### src/rtl/fetch_seq_pkg.sv
// ---------------------------------------------------------------------------
// fetch_seq_pkg : state encodings and defaults shared by the fetch sequencer
// Revision      : 1.0
// ---------------------------------------------------------------------------
`default_nettype none

package fetch_seq_pkg;

  typedef logic [2:0] state_t;

  localparam logic [2:0] ST_IDLE    = 3'd0;
  localparam logic [2:0] ST_FETCH   = 3'd1;
  localparam logic [2:0] ST_EXEC    = 3'd2;
  localparam logic [2:0] ST_STALLED = 3'd3;
  localparam logic [2:0] ST_HALTED  = 3'd4;

  localparam int TIMEOUT_DEFAULT = 15;

endpackage

`default_nettype wire

### src/rtl/fetch_timeout_cntr.sv
// ---------------------------------------------------------------------------
// fetch_timeout_cntr : clearable, enabled up-counter flagging TIMEOUT-1
// Revision           : 1.0
// ---------------------------------------------------------------------------
`default_nettype none

module fetch_timeout_cntr
  import fetch_seq_pkg::*;
#(
  parameter int TIMEOUT = TIMEOUT_DEFAULT
) (
  input  logic clk,
  input  logic rst_n,
  input  logic clr_i,
  input  logic en_i,
  output logic tc_o
);

  localparam int CW = $clog2(TIMEOUT + 1);

  logic [CW-1:0] cnt_q, cnt_d;

  always_comb begin
    cnt_d = cnt_q;
    if (clr_i)
      cnt_d = '0;
    else if (en_i)
      cnt_d = cnt_q + CW'(1);
  end

  always_ff @(posedge clk or negedge rst_n) begin
    if (!rst_n)
      cnt_q <= '0;
    else
      cnt_q <= cnt_d;
  end

  // Flag the last waiting cycle so the FSM can still accept an ACK on it
  assign tc_o = (cnt_q == CW'(TIMEOUT - 1));

endmodule

`default_nettype wire

### src/rtl/fetch_sequencer.sv
// ---------------------------------------------------------------------------
// fetch_sequencer : fetch/execute control FSM driving the PC and IMEM handshake
// Revision        : 1.0
// ---------------------------------------------------------------------------
`default_nettype none

module fetch_sequencer
  import fetch_seq_pkg::*;
#(
  parameter int ADDR_WIDTH   = 5,
  parameter int RESET_VECTOR = 0,
  parameter int TIMEOUT      = TIMEOUT_DEFAULT,
  parameter int CNT_WIDTH    = 16
) (
  input  logic                  clk,
  input  logic                  rst_n,
  input  logic                  start_i,
  input  logic                  halt_i,
  input  logic                  stall_i,
  input  logic                  branch_taken_i,
  input  logic [ADDR_WIDTH-1:0] branch_target_i,
  input  logic [ADDR_WIDTH-1:0] pc_value_i,
  input  logic                  imem_ack_i,
  output logic                  pc_enable_o,
  output logic                  pc_load_o,
  output logic [ADDR_WIDTH-1:0] pc_data_o,
  output logic                  imem_req_o,
  output logic [ADDR_WIDTH-1:0] imem_addr_o,
  output logic                  ir_load_o,
  output logic                  running_o,
  output logic                  halted_o,
  output logic                  fault_o,
  output logic [CNT_WIDTH-1:0]  retired_o
);

  state_t               state_q, state_d;
  logic                 fault_q, fault_d;
  logic [CNT_WIDTH-1:0] retired_q, retired_d;
  logic                 tmo_clr, tmo_en, tmo_tc;
  logic                 retire;

  fetch_timeout_cntr #(
    .TIMEOUT (TIMEOUT)
  ) u_tmo (
    .clk   (clk),
    .rst_n (rst_n),
    .clr_i (tmo_clr),
    .en_i  (tmo_en),
    .tc_o  (tmo_tc)
  );

  always_comb begin
    state_d     = state_q;
    fault_d     = fault_q;
    retired_d   = retired_q;
    pc_enable_o = 1'b0;
    pc_load_o   = 1'b0;
    pc_data_o   = '0;
    imem_req_o  = 1'b0;
    imem_addr_o = '0;
    ir_load_o   = 1'b0;
    tmo_clr     = 1'b1;
    tmo_en      = 1'b0;
    retire      = 1'b0;

    case (state_q)
      ST_IDLE, ST_HALTED: begin
        // START is masked by reset so the outputs stay quiet while held in reset
        if (start_i && rst_n) begin
          pc_enable_o = 1'b1;
          pc_load_o   = 1'b1;
          pc_data_o   = ADDR_WIDTH'(RESET_VECTOR);
          fault_d     = 1'b0;
          state_d     = ST_FETCH;
          if (state_q == ST_IDLE)
            retired_d = '0;
        end
      end
      ST_FETCH: begin
        imem_req_o  = 1'b1;
        imem_addr_o = pc_value_i;
        if (imem_ack_i) begin
          ir_load_o = 1'b1;
          state_d   = ST_EXEC;
        end else if (tmo_tc) begin
          fault_d = 1'b1;
          state_d = ST_HALTED;
        end else begin
          tmo_clr = 1'b0;
          tmo_en  = 1'b1;
        end
      end
      ST_EXEC, ST_STALLED: begin
        if (halt_i) begin
          retire  = 1'b1;
          state_d = ST_HALTED;
        end else if (branch_taken_i) begin
          pc_enable_o = 1'b1;
          pc_load_o   = 1'b1;
          pc_data_o   = branch_target_i;
          retire      = 1'b1;
          state_d     = ST_FETCH;
        end else if (stall_i) begin
          state_d = ST_STALLED;
        end else begin
          pc_enable_o = 1'b1;
          retire      = 1'b1;
          state_d     = ST_FETCH;
        end
      end
      default: state_d = ST_IDLE;
    endcase

    if (retire && (retired_q != '1))
      retired_d = retired_q + CNT_WIDTH'(1);
  end

  always_ff @(posedge clk or negedge rst_n) begin
    if (!rst_n) begin
      state_q   <= ST_IDLE;
      fault_q   <= 1'b0;
      retired_q <= '0;
    end else begin
      state_q   <= state_d;
      fault_q   <= fault_d;
      retired_q <= retired_d;
    end
  end

  assign running_o = (state_q == ST_FETCH) || (state_q == ST_EXEC) || (state_q == ST_STALLED);
  assign halted_o  = (state_q == ST_HALTED);
  assign fault_o   = fault_q;
  assign retired_o = retired_q;

endmodule

`default_nettype wire

### config.mk
export PLATFORM = sky130hd
export DESIGN_NAME = fetch_sequencer
export DESIGN_NICKNAME = d
export VERILOG_FILES = /design/src/rtl/fetch_seq_pkg.sv /design/src/rtl/fetch_timeout_cntr.sv /design/src/rtl/fetch_sequencer.sv
export SDC_FILE = /design/constraint.sdc
export NUM_CORES = 1
export LEC_CHECK = 0
export CORE_MARGIN = 2
export CORE_UTILIZATION = 35
export DETAILED_ROUTE_END_ITERATION = 16
export HOLD_SLACK_MARGIN = 0.15
export PLACE_DENSITY_LB_ADDON = 0.3
export SLEW_MARGIN = 20
export SYNTH_ARGS = -nofsm -noshare
export SYNTH_HDL_FRONTEND = slang
export SYNTH_SLANG_ARGS = --single-unit
### constraint.sdc
create_clock -name clk -period 1.7 [get_ports clk]
set_clock_uncertainty 0.1 [all_clocks]
set_input_delay 0.51 -clock clk [delete_from_list [all_inputs] [get_ports clk]]
set_output_delay 0.51 -clock clk [all_outputs]
set_load 0.02 [all_outputs]
==> results.ini <==
[status]
status=finished, violations left
violations=negative setup slack

[floorplanning]
dieWidth_microns=68.98
die_h_microns=68.98
initial_core_util_pct=36.68
ios=50
rows=23
dieArea_sq_um=4758
core_sq_um=4029

[place]
dp_hpwl_microns=3391
buffer_ports.inserted=49
place.gp.congestion=0.9070
dp_slack_ns=-0.8640

[global_route]
grt_max_degree=27
use_met3_pct=3.571
gr-max-usage-layer=met2
overflow=0
grt_pass1_vias=1720
grt_pass1_wl_microns=7541
antenna_found_initial=0
use_met2_pct=39.66
grtUsageMet1_pct=24.27
track_usage_pct=21.13

[timing]
tightest_slew_ns=0.3330
finalCritPeriodShare_pct=115.0
slew_viol_final=0
hold_viol=0
min_period_ns=1.956
rsz0062_at_grt=yes
setup_tns_ns=-4.549
slew_headroom_pct=77.57
setup_ws_ns=-0.2558
max_freq_mhz=511.3
setup_violations=26
finalHoldWorstSlack_ns=0.4302

[power_and_ir_drop]
p_leak_nw=1.265
max-vdd-ir-drop_v=0.0007562
power_density_nw_per_um2=1092
p_total_w=0.002895

[cts]
ctsHoldBuffers=0
cts_made_buffers=3
cts_tree=done
cts.sinks=24
htreeDepth=1
path_clk_slew_ns=0.09
cts_buffer_depth=2
root_buffer=clkbuf_8
clk_latency_ns=0.27

[yosys]
yosysSeqAreaShare_pct=40.64
synthCells=158
synth.avg_cell_area_sq_um=9.352
synth_warnings=0
synth.distinct_cells=42
synth.cell_area_sq_um=1478
ys_seq_elements=24
syn_nets=178

[drt]
via_count=1652
drt_wl_total_microns=4831
ant_nets=0
drc=0
avgRoutedWirePerCell_microns=15.94
drtIter0Drc=103
first_pass_iters=4
avgViaCountPerCell=5.452

[worst_setup_path]
crit_path_start_kind=flip-flop
crit_chain=buf_4 > nor2_4 > and2_4 > buf_6
crit_required_ns=1.09
max_stage_delay_ns=0.44
crit_path_max_fanout=8
arrival_ns=1.35
critPathKind=reg -> out
cp_slowest_cell=dfrtp_2
end_kind=output pin

[cells_and_area]
antenna_cells=0
nFillCells=335
area_growth_pct=79.42
layout-drive-gt1-share_pct=49.01
nets=274

[run]
drv_cap=0

[hold_path]
hold_path_class=in -> async

[per-stage QoR]
stage | utilization, % | area, sq um | cells
after floorplan | - | 1541 | 158
after global placement | 59.38 | 2392 | 295
after detailed placement | 59.38 | 2392 | 295
after CTS | 63.26 | 2549 | 302
after global routing | 65.81 | 2651 | 303
final | 65.81 | 2651 | 303
[flip-flops by register name, indices dropped and copies added (netlist names)]
name         flops
u_tmo.cnt_q      4
state_q          3
fault_o          1
retired_o       16
[where the power goes]
group          switching [W]  leakage, nW  internal [W]
combinational       0.000786        0.914      0.000847
clock               0.000190       0.0357      0.000315
sequential          0.000106        0.315      0.000651
total                0.00108         1.26       0.00181
[critical path: cells and delay by family (launching register included)]
family / cells / cell delay (ns)
simple gates: 2 / 0.36
flops: 1 / 0.44
buf+inv: 2 / 0.27
[logic make-up (layout without fill, tap and decap cells)]
group | count (synthesis) | in the layout | synth area share, %
compound gates | 38 | 38 | 19.05
xor+xnor | 2 | 2 | 1.186
fa+ha+maj | 3 | 3 | 2.540
buf+inv | 11 | 106 | 3.979
flops | 24 | 24 | 40.64
mux | 1 | 1 | 0.7620
simple gates | 79 | 79 | 31.84
[layout by cell type, fill, tap and decap left out, drive strengths merged, types with 2 or more instances in the layout]
| master | instances |
|---|---|
| nor2b | 3 |
| nor3 | 2 |
| clkbuf | 3 |
| inv | 2 |
| a221o | 9 |
| clkdlybuf4s50 | 10 |
| and3 | 8 |
| and4 | 6 |
| and2 | 15 |
| nand2b | 3 |
| ha | 3 |
| a31o | 2 |
| nor2 | 10 |
| nand4 | 5 |
| buf | 69 |
| a21o | 2 |
| a21oi | 4 |
| and4b | 2 |
| o21ai | 7 |
| dfrtp | 24 |
| o21a | 2 |
| a41oi | 2 |
| clkdlybuf4s15 | 2 |
| dlygate4sd2 | 18 |
| a31oi | 6 |
| nand2 | 9 |
| nor4 | 5 |
| nand3 | 6 |
[Yosys cell counts, drive strengths merged]
cell / instances / area [sq um]
a211oi: 1 / 7.510
a21boi: 1 / 7.510
a21o: 2 / 15.01
a21oi: 4 / 20.02
a221o: 9 / 90.09
a31o: 2 / 17.52
a31oi: 6 / 37.54
a41oi: 2 / 17.52
and2: 15 / 93.84
and3: 8 / 50.05
and4: 6 / 52.55
and4b: 2 / 20.02
buf: 5 / 36.28
clkbuf: 4 / 15.01
dfrtp: 24 / 600.6
ha: 3 / 37.54
inv: 2 / 7.510
mux2: 1 / 11.26
nand2: 9 / 33.78
nand2b: 3 / 18.77
nand3: 6 / 30.03
nand4: 5 / 31.28
nand4bb: 1 / 11.26
nor2: 10 / 40.04
nor2b: 3 / 18.77
nor3: 2 / 10.01
nor4: 5 / 31.28
nor4b: 1 / 8.760
o21a: 2 / 16.27
o21ai: 7 / 38.79
o21bai: 1 / 7.510
o22ai: 1 / 6.260
or2: 1 / 6.260
or3: 1 / 6.260
or4: 1 / 7.510
xnor2: 1 / 8.760
xor2: 1 / 8.760
[per-layer routing]
| layer | routed length, microns | up-vias | part of all wire [%] |
|---|---|---|---|
| met2 | 2587 | 69 | 54 |
| met1 | 1953 | 785 | 40 |
| li1 | - | 790 | - |
| met5 | 0 | - | 0 |
| met3 | 214 | 8 | 4.4 |
| met4 | 75 | 0 | 1.6 |
[path summary, 6_finish.rpt]
check	to	start	cells past startpoint	slack (ns)
min reg2reg	u_tmo.cnt_q[0]	u_tmo.cnt_q[0]	2	0.43
min in group clk	u_tmo.cnt_q[0]	u_tmo.cnt_q[0]	2	0.43
max	ir_load_o	state_q[2]	4	-0.26
max reg2reg	retired_o[3]	state_q[1]	7	-0.11
max in group asynchronous	retired_o[6]	rst_n	2	0.80
min	retired_o[10]	rst_n	2	0.43
[cell type report]
cell class | count | area, sq um | area share, %
tap | 50 | 62.56 | 2.360
timing repair buffer | 100 | 869.6 | 32.80
sequential | 24 | 611.8 | 23.08
clock inverter | 1 | 30.03 | 1.133
inverter | 2 | 7.507 | 0.2832
multi-input combinational | 123 | 1028 | 38.79
clock buffer | 3 | 41.29 | 1.557
[repair_timing]
action / CTS / global route
setup endpoints to repair: 55 / 38
setup buffers: 3 / 1
resized for setup: 140 / 23
pin swaps: 9 / 9
Note: power is estimated with default switching activity, not from simulation.
